===== src/rtl/cmp_sequencer.sv =====
// cmp_sequencer: issues the masked EQ/GT/LT functions to the ALU compare unit
// one per cycle, decodes the returned codes and hands back a result vector.
module cmp_sequencer #(
    parameter int IN_DATA_WIDTH  = 16,
    parameter int OUT_DATA_WIDTH = 3
) (
    input  logic                      CLK,
    input  logic                      RST,
    input  logic                      CMD_VALID,
    output logic                      CMD_READY,
    input  logic [IN_DATA_WIDTH-1:0]  CMD_A,
    input  logic [IN_DATA_WIDTH-1:0]  CMD_B,
    input  logic [2:0]                CMD_MASK,
    output logic [IN_DATA_WIDTH-1:0]  A,
    output logic [IN_DATA_WIDTH-1:0]  B,
    output logic [1:0]                ALU_FUNC,
    output logic                      CMP_Enable,
    input  logic [OUT_DATA_WIDTH-1:0] CMP_OUT,
    input  logic                      CMP_Flag,
    output logic                      RES_VALID,
    input  logic                      RES_READY,
    output logic [2:0]                RES_VEC,
    output logic                      RES_ERR
);

    localparam logic [1:0] S_IDLE  = 2'b00;
    localparam logic [1:0] S_ISSUE = 2'b01;
    localparam logic [1:0] S_DRAIN = 2'b10;
    localparam logic [1:0] S_DONE  = 2'b11;

    localparam logic [1:0] F_IDLE = 2'b00;
    localparam logic [1:0] F_EQ   = 2'b01;
    localparam logic [1:0] F_GT   = 2'b10;
    localparam logic [1:0] F_LT   = 2'b11;

    logic [1:0] r_state;
    logic [2:0] r_pending;
    logic [2:0] r_orig_mask;
    logic       r_cap_valid;
    logic [1:0] r_cap_func;

    logic       w_accept;
    logic [2:0] w_issue_src;
    logic [1:0] w_next_func;
    logic [2:0] w_next_pending;
    logic       w_hit;
    logic [2:0] w_vec_next;

    function automatic logic [1:0] lowest_func(input logic [2:0] m);
        logic [1:0] f;
        f = F_IDLE;
        if (m[0])      f = F_EQ;
        else if (m[1]) f = F_GT;
        else if (m[2]) f = F_LT;
        return f;
    endfunction

    assign CMD_READY = (r_state == S_IDLE) && !RST;
    assign RES_VALID = (r_state == S_DONE);
    assign w_accept  = CMD_VALID && CMD_READY;

    // Outputs are registered, so the function shown next cycle is chosen now:
    // from the incoming mask at acceptance, from the pending mask in ISSUE.
    always_comb begin
        // NOTE: every always_comb output gets a default first so no path leaves
        // it unassigned; otherwise synthesis infers a latch.
        w_issue_src    = (r_state == S_IDLE) ? CMD_MASK : r_pending;
        w_next_func    = lowest_func(w_issue_src);
        w_next_pending = w_issue_src & (w_issue_src - 3'd1);
        w_hit          = (CMP_OUT == OUT_DATA_WIDTH'(r_cap_func));
        w_vec_next     = RES_VEC;
        if (r_cap_valid) begin
            case (r_cap_func)
                F_EQ:    w_vec_next[0] = w_hit;
                F_GT:    w_vec_next[1] = w_hit;
                F_LT:    w_vec_next[2] = w_hit;
                default: w_vec_next = RES_VEC;
            endcase
        end
    end

    // NOTE: sequential state uses non-blocking assignments so every register
    // samples pre-edge values regardless of statement order.
    always_ff @(posedge CLK) begin
        if (RST) begin
            r_state     <= S_IDLE;
            r_pending   <= 3'b000;
            r_orig_mask <= 3'b000;
            r_cap_valid <= 1'b0;
            r_cap_func  <= F_IDLE;
            A           <= '0;
            B           <= '0;
            ALU_FUNC    <= F_IDLE;
            CMP_Enable  <= 1'b0;
            RES_VEC     <= 3'b000;
            RES_ERR     <= 1'b0;
        end else begin
            // One-stage capture pipe: the code issued last cycle is checked now.
            r_cap_valid <= CMP_Enable;
            r_cap_func  <= ALU_FUNC;
            RES_VEC     <= w_vec_next;

            case (r_state)
                S_IDLE: begin
                    if (w_accept) begin
                        A           <= CMD_A;
                        B           <= CMD_B;
                        r_orig_mask <= CMD_MASK;
                        RES_VEC     <= 3'b000;
                        RES_ERR     <= 1'b0;
                        r_pending   <= w_next_pending;
                        ALU_FUNC    <= w_next_func;
                        CMP_Enable  <= (CMD_MASK != 3'b000);
                        r_state     <= (CMD_MASK == 3'b000) ? S_DONE : S_ISSUE;
                    end
                end
                S_ISSUE: begin
                    if (!CMP_Flag) RES_ERR <= 1'b1;
                    r_pending  <= w_next_pending;
                    ALU_FUNC   <= w_next_func;
                    CMP_Enable <= (r_pending != 3'b000);
                    if (r_pending == 3'b000) r_state <= S_DRAIN;
                end
                S_DRAIN: begin
                    // Full mask: exactly one of EQ/GT/LT must hold.
                    if (r_orig_mask == 3'b111 && $countones(w_vec_next) != 1)
                        RES_ERR <= 1'b1;
                    r_state <= S_DONE;
                end
                S_DONE: begin
                    if (RES_READY) r_state <= S_IDLE;
                end
                default: r_state <= S_IDLE;
            endcase
        end
    end

endmodule

===== config.mk =====
export PLATFORM = sky130hd
export DESIGN_NAME = cmp_sequencer
export DESIGN_NICKNAME = d
export VERILOG_FILES = /design/src/rtl/cmp_sequencer.sv
export SDC_FILE = /design/constraint.sdc
export NUM_CORES = 1
export LEC_CHECK = 0
export BUFFER_PORTS_ARGS = -buffer_cell sky130_fd_sc_hd__clkbuf_2
export CAP_MARGIN = 5
export CORE_MARGIN = 3
export CORE_UTILIZATION = 46
export CTS_BUF_LIST = sky130_fd_sc_hd__clkbuf_16
export CTS_CLUSTER_DIAMETER = 60
export DETAILED_ROUTE_END_ITERATION = 6
export MAX_ROUTING_LAYER = met4
export PLACE_DENSITY = 0.76
export SYNTH_ARGS = -nofsm -noshare
export SYNTH_HDL_FRONTEND = slang
export SYNTH_SLANG_ARGS = --single-unit
export TNS_END_PERCENT = 10

===== constraint.sdc =====
create_clock -name CLK -period 2.8 [get_ports CLK]
set_input_delay 0.28 -clock CLK [delete_from_list [all_inputs] [get_ports CLK]]
set_output_delay 0.28 -clock CLK [all_outputs]
set_load 0.02 [all_outputs]

* Word-level counts from Yosys, hierarchy flattened
Cells that the tools add are included.
** Word-level totals
- Register bits :: 50
- Output and inout bits :: 41
- Word-level logic and storage cells :: 69
** Cells by class
- Add/subtract/negate cells :: 3
- Equality and inequality tests :: 14
- Muxes and demuxes :: 25
- Bitwise operators :: 1
- Reductions and logical operators :: 15
** Operators by type and width (count)
- 2-bit two-way mux :: 8
- 3-bit two-way mux :: 5
- 3-bit nonzero test :: 3
- 2-bit equality test, second input constant :: 4
- 2-bit inequality test, second input constant :: 4
- 2-bit one-hot mux with 4 select lines :: 1
- 1-bit two-way mux :: 7
- 3-bit zero test :: 2
- 3-bit one-hot mux with 2 select lines :: 1
- 2-bit by 1-bit equality test with 1-bit output, second input constant :: 2
- 2-bit one-hot mux with 2 select lines :: 1
- 2-bit AND reduction :: 2
- 4-bit AND reduction :: 1
- 2-bit by 1-bit adder with 3-bit output :: 1
- 3-bit AND :: 1
- 3-bit by 2-bit equality test with 1-bit output :: 1
- 3-bit equality test, second input constant :: 1
- 1-bit logical AND :: 3
- 3-bit by 1-bit inequality test with 1-bit output, second input constant :: 1
- 1-bit one-hot mux with 3 select lines :: 1
- 3-bit AND reduction :: 1
- 3-bit by 1-bit subtractor with 3-bit output, second input constant :: 1
- 1-bit by 1-bit adder with 2-bit output :: 1
- 2-bit zero test :: 1
- 4 further kinds :: 4

* Longest topological paths before layout
- Word-level depth :: 9
- Depth in mapped cells :: 8
- Mapped depth without buffers :: 8

* Least setup slack after synthesis
OpenSTA, ideal clock, no wires.
- Kind :: register to register
- From :: register r_cap_func[1]
- To :: register RES_ERR
- Library setup time :: 115 ps
- Data arrival time :: 1907 ps
- Setup slack :: 777 ps
- Cell stages (with the launch flop) :: 9
- Buffers on the path :: 0
- Clock period less this slack :: 2023 ps
- Cells stage by stage :: dfxtp_1 -> xor2_1 -> nor3_1 -> mux2i_1 -> fa_1 -> nor2b_1 -> o21ai_0 -> a21boi_0 -> o21ba_2
** On the way
- Word-level cells in the longest chain between the ends :: 9
** Ends and longest elaborated chain
- start, declared :: RTL line 40 : logic [1:0] r_cap_func;
- start signal, assigned :: RTL line 90 : r_cap_func <= F_IDLE;
- start signal, assigned :: RTL line 100 : r_cap_func <= ALU_FUNC;
- 3-bit by 2-bit equality test with 1-bit output, or another cell as far along :: RTL line 70 : w_hit = (CMP_OUT == OUT_DATA_WIDTH'(r_cap_func));
- 1-bit two-way mux :: RTL line 73 : case (r_cap_func)
- 3-bit two-way mux (*) :: RTL line 72 : if (r_cap_valid) begin
- 1-bit by 1-bit adder with 2-bit output (implied by the code) :: RTL line 126 : if (r_orig_mask == 3'b111 && $countones(w_vec_next) != 1)
- 2-bit by 1-bit adder with 3-bit output (implied by the code) (*) :: RTL line 126
- 3-bit by 1-bit inequality test with 1-bit output (*) :: RTL line 126
- 1-bit logical AND (*) :: RTL line 126
- 2-bit inequality test (no source line) (*)
- 4-bit AND reduction (no source line) (*)
- end signal, assigned :: RTL line 110 : RES_ERR <= 1'b0;
- end signal, assigned :: RTL line 118 : if (!CMP_Flag) RES_ERR <= 1'b1;
- end signal, assigned :: RTL line 127 : RES_ERR <= 1'b1;
- end, declared :: RTL line 23 : output logic RES_ERR
Every way passes the cells marked *; elsewhere a longest branch is shown, timed or not.
A chain may end at the register's enable or synchronous reset.

* Worst setup path after layout
Ends and elaborated chain as after synthesis.

==> key figures <==
STA
  – Max_slew headroom: 69.2%
  – Clock Skews: roughly 0.0047 ns
  – Total negative slack: 0 ns
  – Finish-stage setup viols: 0
  – RSZ-0062 raised after global routing: no
  – Fin. max-slew vios: 0
  – Worst-margin pin slew: 0.462 ns
  – Clock period minus worst slack: 2.21 ns
  – Post-route setup slack: 0.589 ns
  – Final Hold Viols: 0
  – Tcrit/Tclk final: 79.0%
  – FMAX: between 400 and 500 MHz

Yosys
  – Cells after Synth: 161
  – Most used DFF post-synth: dfxtp_1
  – Synth cell types: 32
  – Avg Inst Size Synth: approximately 11 µm²
  – Synth warnings: 0
  – Register bit total from synthesis: a little under 50
  – Synth cell count leaders: dfxtp_1, a22o_1, nand2_1, nor2_1, mux2i_1
  – Sequential-to-total area share from yosys stat: between 50% and 60%
  – Mapped Area: 1830 µm²
  – Mapped Nets: between 200 and 250
  – Top post-synthesis cells by area: dfxtp_1, a22o_1, mux2i_1
  – Synth top area share: approximately 54%
  – EDFF count, synth: 0
  – Most frequent cell after synthesis: dfxtp_1
  – Synth area leader: dfxtp_1
  – Asr flop ratio synth: 0%

Global routing
  – GRT Total Usage: 16.7%
  – GRT overflow: 0
  – Vias in the first global route: 1,412
  – First-pass GRT wire length: 6.44 mm
  – Initial antenna violation count: 0
  – Largest net degree at the start of global routing: 38

Route
  – Via Count: roughly 1,500
  – Drt via density: 5.11
  – Detailed-route DRC error count: 0
  – DRT Wirelength: roughly 3.8 mm
  – Routed Antenna Nets: 0
  – DR WL/cell: around 13 µm
  – Pre-antenna DRT Iters: 4
  – Initial drt markers: 70

Clock tree
  – CTS buffer count: 5
  – Clock root buffer: clkbuf_16
  – CTS tree: built
  – H-tree levels: 2
  – CTS Hold Bufs: 0
  – PostCTS Resize Cnt: 0
  – Clk pin slew, worst setup/hold paths: around 0.060 ns
  – TritonCTS Sinks: a little under 50
  – Postcts setup bufs: 0
  – Clock buffer depth: 2
  – Clk Latency, worst-skew pair: around 0.27 ns

Final layout
  – Final std cells w/o fill: 293
  – Nets@finish: roughly 290
  – Area Overhead vs Synth: 30.4%
  – Filler cells: 337
  – Ratio of cells with drive above 1 in the final layout: 39.6%
  – Diode count: 0
  – Final Cell Area: 2390 µm²

Die
  – Initial Util: about half
  – Die Area: 4770 µm²
  – Core area: ~3700 µm²
  – Vert. Die Dim: 69.1 µm
  – FP Rows: 22
  – # IOs: 84
  – Die X: 69.1 µm

Placement
  – HPWL after DPL: about 2.8 mm
  – Post-Place Worst Slack: between 0.5 and 0.6 ns
  – Cell Area, Placed: 2240 µm²
  – Final GP Congestion: just over 0.8
  – Inst Count DP: 285
  – I/O Buffers: 83

Critical path
  – Crit path kind: reg -> reg
  – Critical path's slowest cell: fa_1
  – CP startpoint kind: register
  – Crit path cell chain: xor2_1, nor3_1, mux2i_1, fa_1, nor2b_1, o21ai_0, and3_1, o21ba_2
  – CP endpoint kind: register
  – Crit Path Max Fanout: 4
  – Worst stage delay on the critical path: roughly 0.5 ns
  – CP Data Required Time: 2.97 ns
  – Worst Path Arrival: 2.38 ns

Run status
  – Status: complete, no violations

Pwr
  – Leak Pwr: 1.15 nW
  – PD cells: 957 nW/µm²
  – Peak supply drop: 0.467 mV
  – Total power: 2.28 mW

Min path
  – Min-delay worst type: in -> reg

Job
  – Max-cap viol count: 0
==> registers in the layout, indices dropped and copies added, names as in the netlist <==
register and cells:
r_cap_valid 1, ALU_FUNC 2, r_cap_func 2, RES_VEC 3, RES_ERR 1, r_orig_mask 3
r_pending 2, r_state 2, A 16, B 16, CMP_Enable 1
==> power breakdown <==
| part | internal, mW | total (mW) | switching [mW] |
|---|---|---|---|
| clock | 0.329 | 0.559 | 0.230 |
| combinational | 0.312 | 0.782 | 0.470 |
| sequential | 0.850 | 0.942 | 0.0921 |
| total | 1.49 | 2.28 | 0.793 |
==> critical path, delay by kind of cell, from the launching register on <==
family / cells / cell delay, ns
AOI/OAI and AO/OA: 2 / 0.31
xor gates and xnor gates: 1 / 0.16
adders and majority gates: 1 / 0.50
DFF: 1 / 0.33
muxes: 1 / 0.19
and+or+nand+nor: 3 / 0.62
==> cell families after synthesis <==
kind of cell	Yosys count	share of synthesized area (%)
muxes	6	3.28
and+or+nand+nor	30	8.21
AOI/OAI and AO/OA	56	25.1
xor gates and xnor gates	2	0.958
buffers and inverters	13	4.99
DFF	49	53.6
adders and majority gates	5	3.83
==> final cells by class <==
| type | count | area (µm²) | area share [%] |
|---|---|---|---|
| clock inverters | 3 | 17.5 | 0.734 |
| well taps | 48 | 60.1 | 2.52 |
| multi-input cells | 99 | 757 | 31.7 |
| repair buffers | 85 | 430 | 18.0 |
| flip-flops and latches | 49 | 981 | 41.1 |
| clock buffers | 5 | 125 | 5.24 |
| inverters | 4 | 15.0 | 0.629 |
==> placed cells by master, fill, tap and decap left out, drive strengths merged <==
master	n
clkbuf	88
dfxtp	49
a22o	35
nor2	7
nand2	7
mux2i	6
inv	6
a21oi	6
nor2b	5
o21ai	4
ha	4
nor3	3
a211oi	3
xor2	2
nand3	2
a21o	2
nand2b	2
a21boi	2
buf	2
nand3b	1
and3b	1
a221oi	1
and3	1
o21ba	1
o221ai	1
a311oi	1
nand4	1
fa	1
clkinv	1
==> final timing paths <==
kind	start	end	slack [ns]	cells after the start
setup / recovery	r_cap_func[1]	RES_ERR	0.59	8
hold / removal	CMD_A[4]	A[4]	0.22	2
setup reg to reg	r_cap_func[1]	RES_ERR	0.59	8
hold reg to reg	A[1]	A[1]	0.47	1
==> per-layer routing <==
layer | wire, µm | global-route usage (%) | vias to the layer above | part of all wire [%]
li1 | - | - | 760 | -
met1 | 1840 | 22.0 | 672 | 48
met2 | 1650 | 24.6 | 60 | 43
met3 | 291 | 5.69 | 6 | 7.6
met4 | 44 | 4.34 | 0 | 1.1
met5 | 0 | - | - | 0
==> metrics by stage <==
| step | util, % | hold slack, ns |
|---|---|---|
| after floorplan | - | 0.352 |
| after global placement | 59.9 | 0.456 |
| after detailed placement | 59.9 | 0.458 |
| after CTS | 63.7 | 0.214 |
| after global routing | 63.7 | 0.208 |
| final | 63.7 | 0.216 |
No activity file was read; power rests on OpenSTA's default activity.
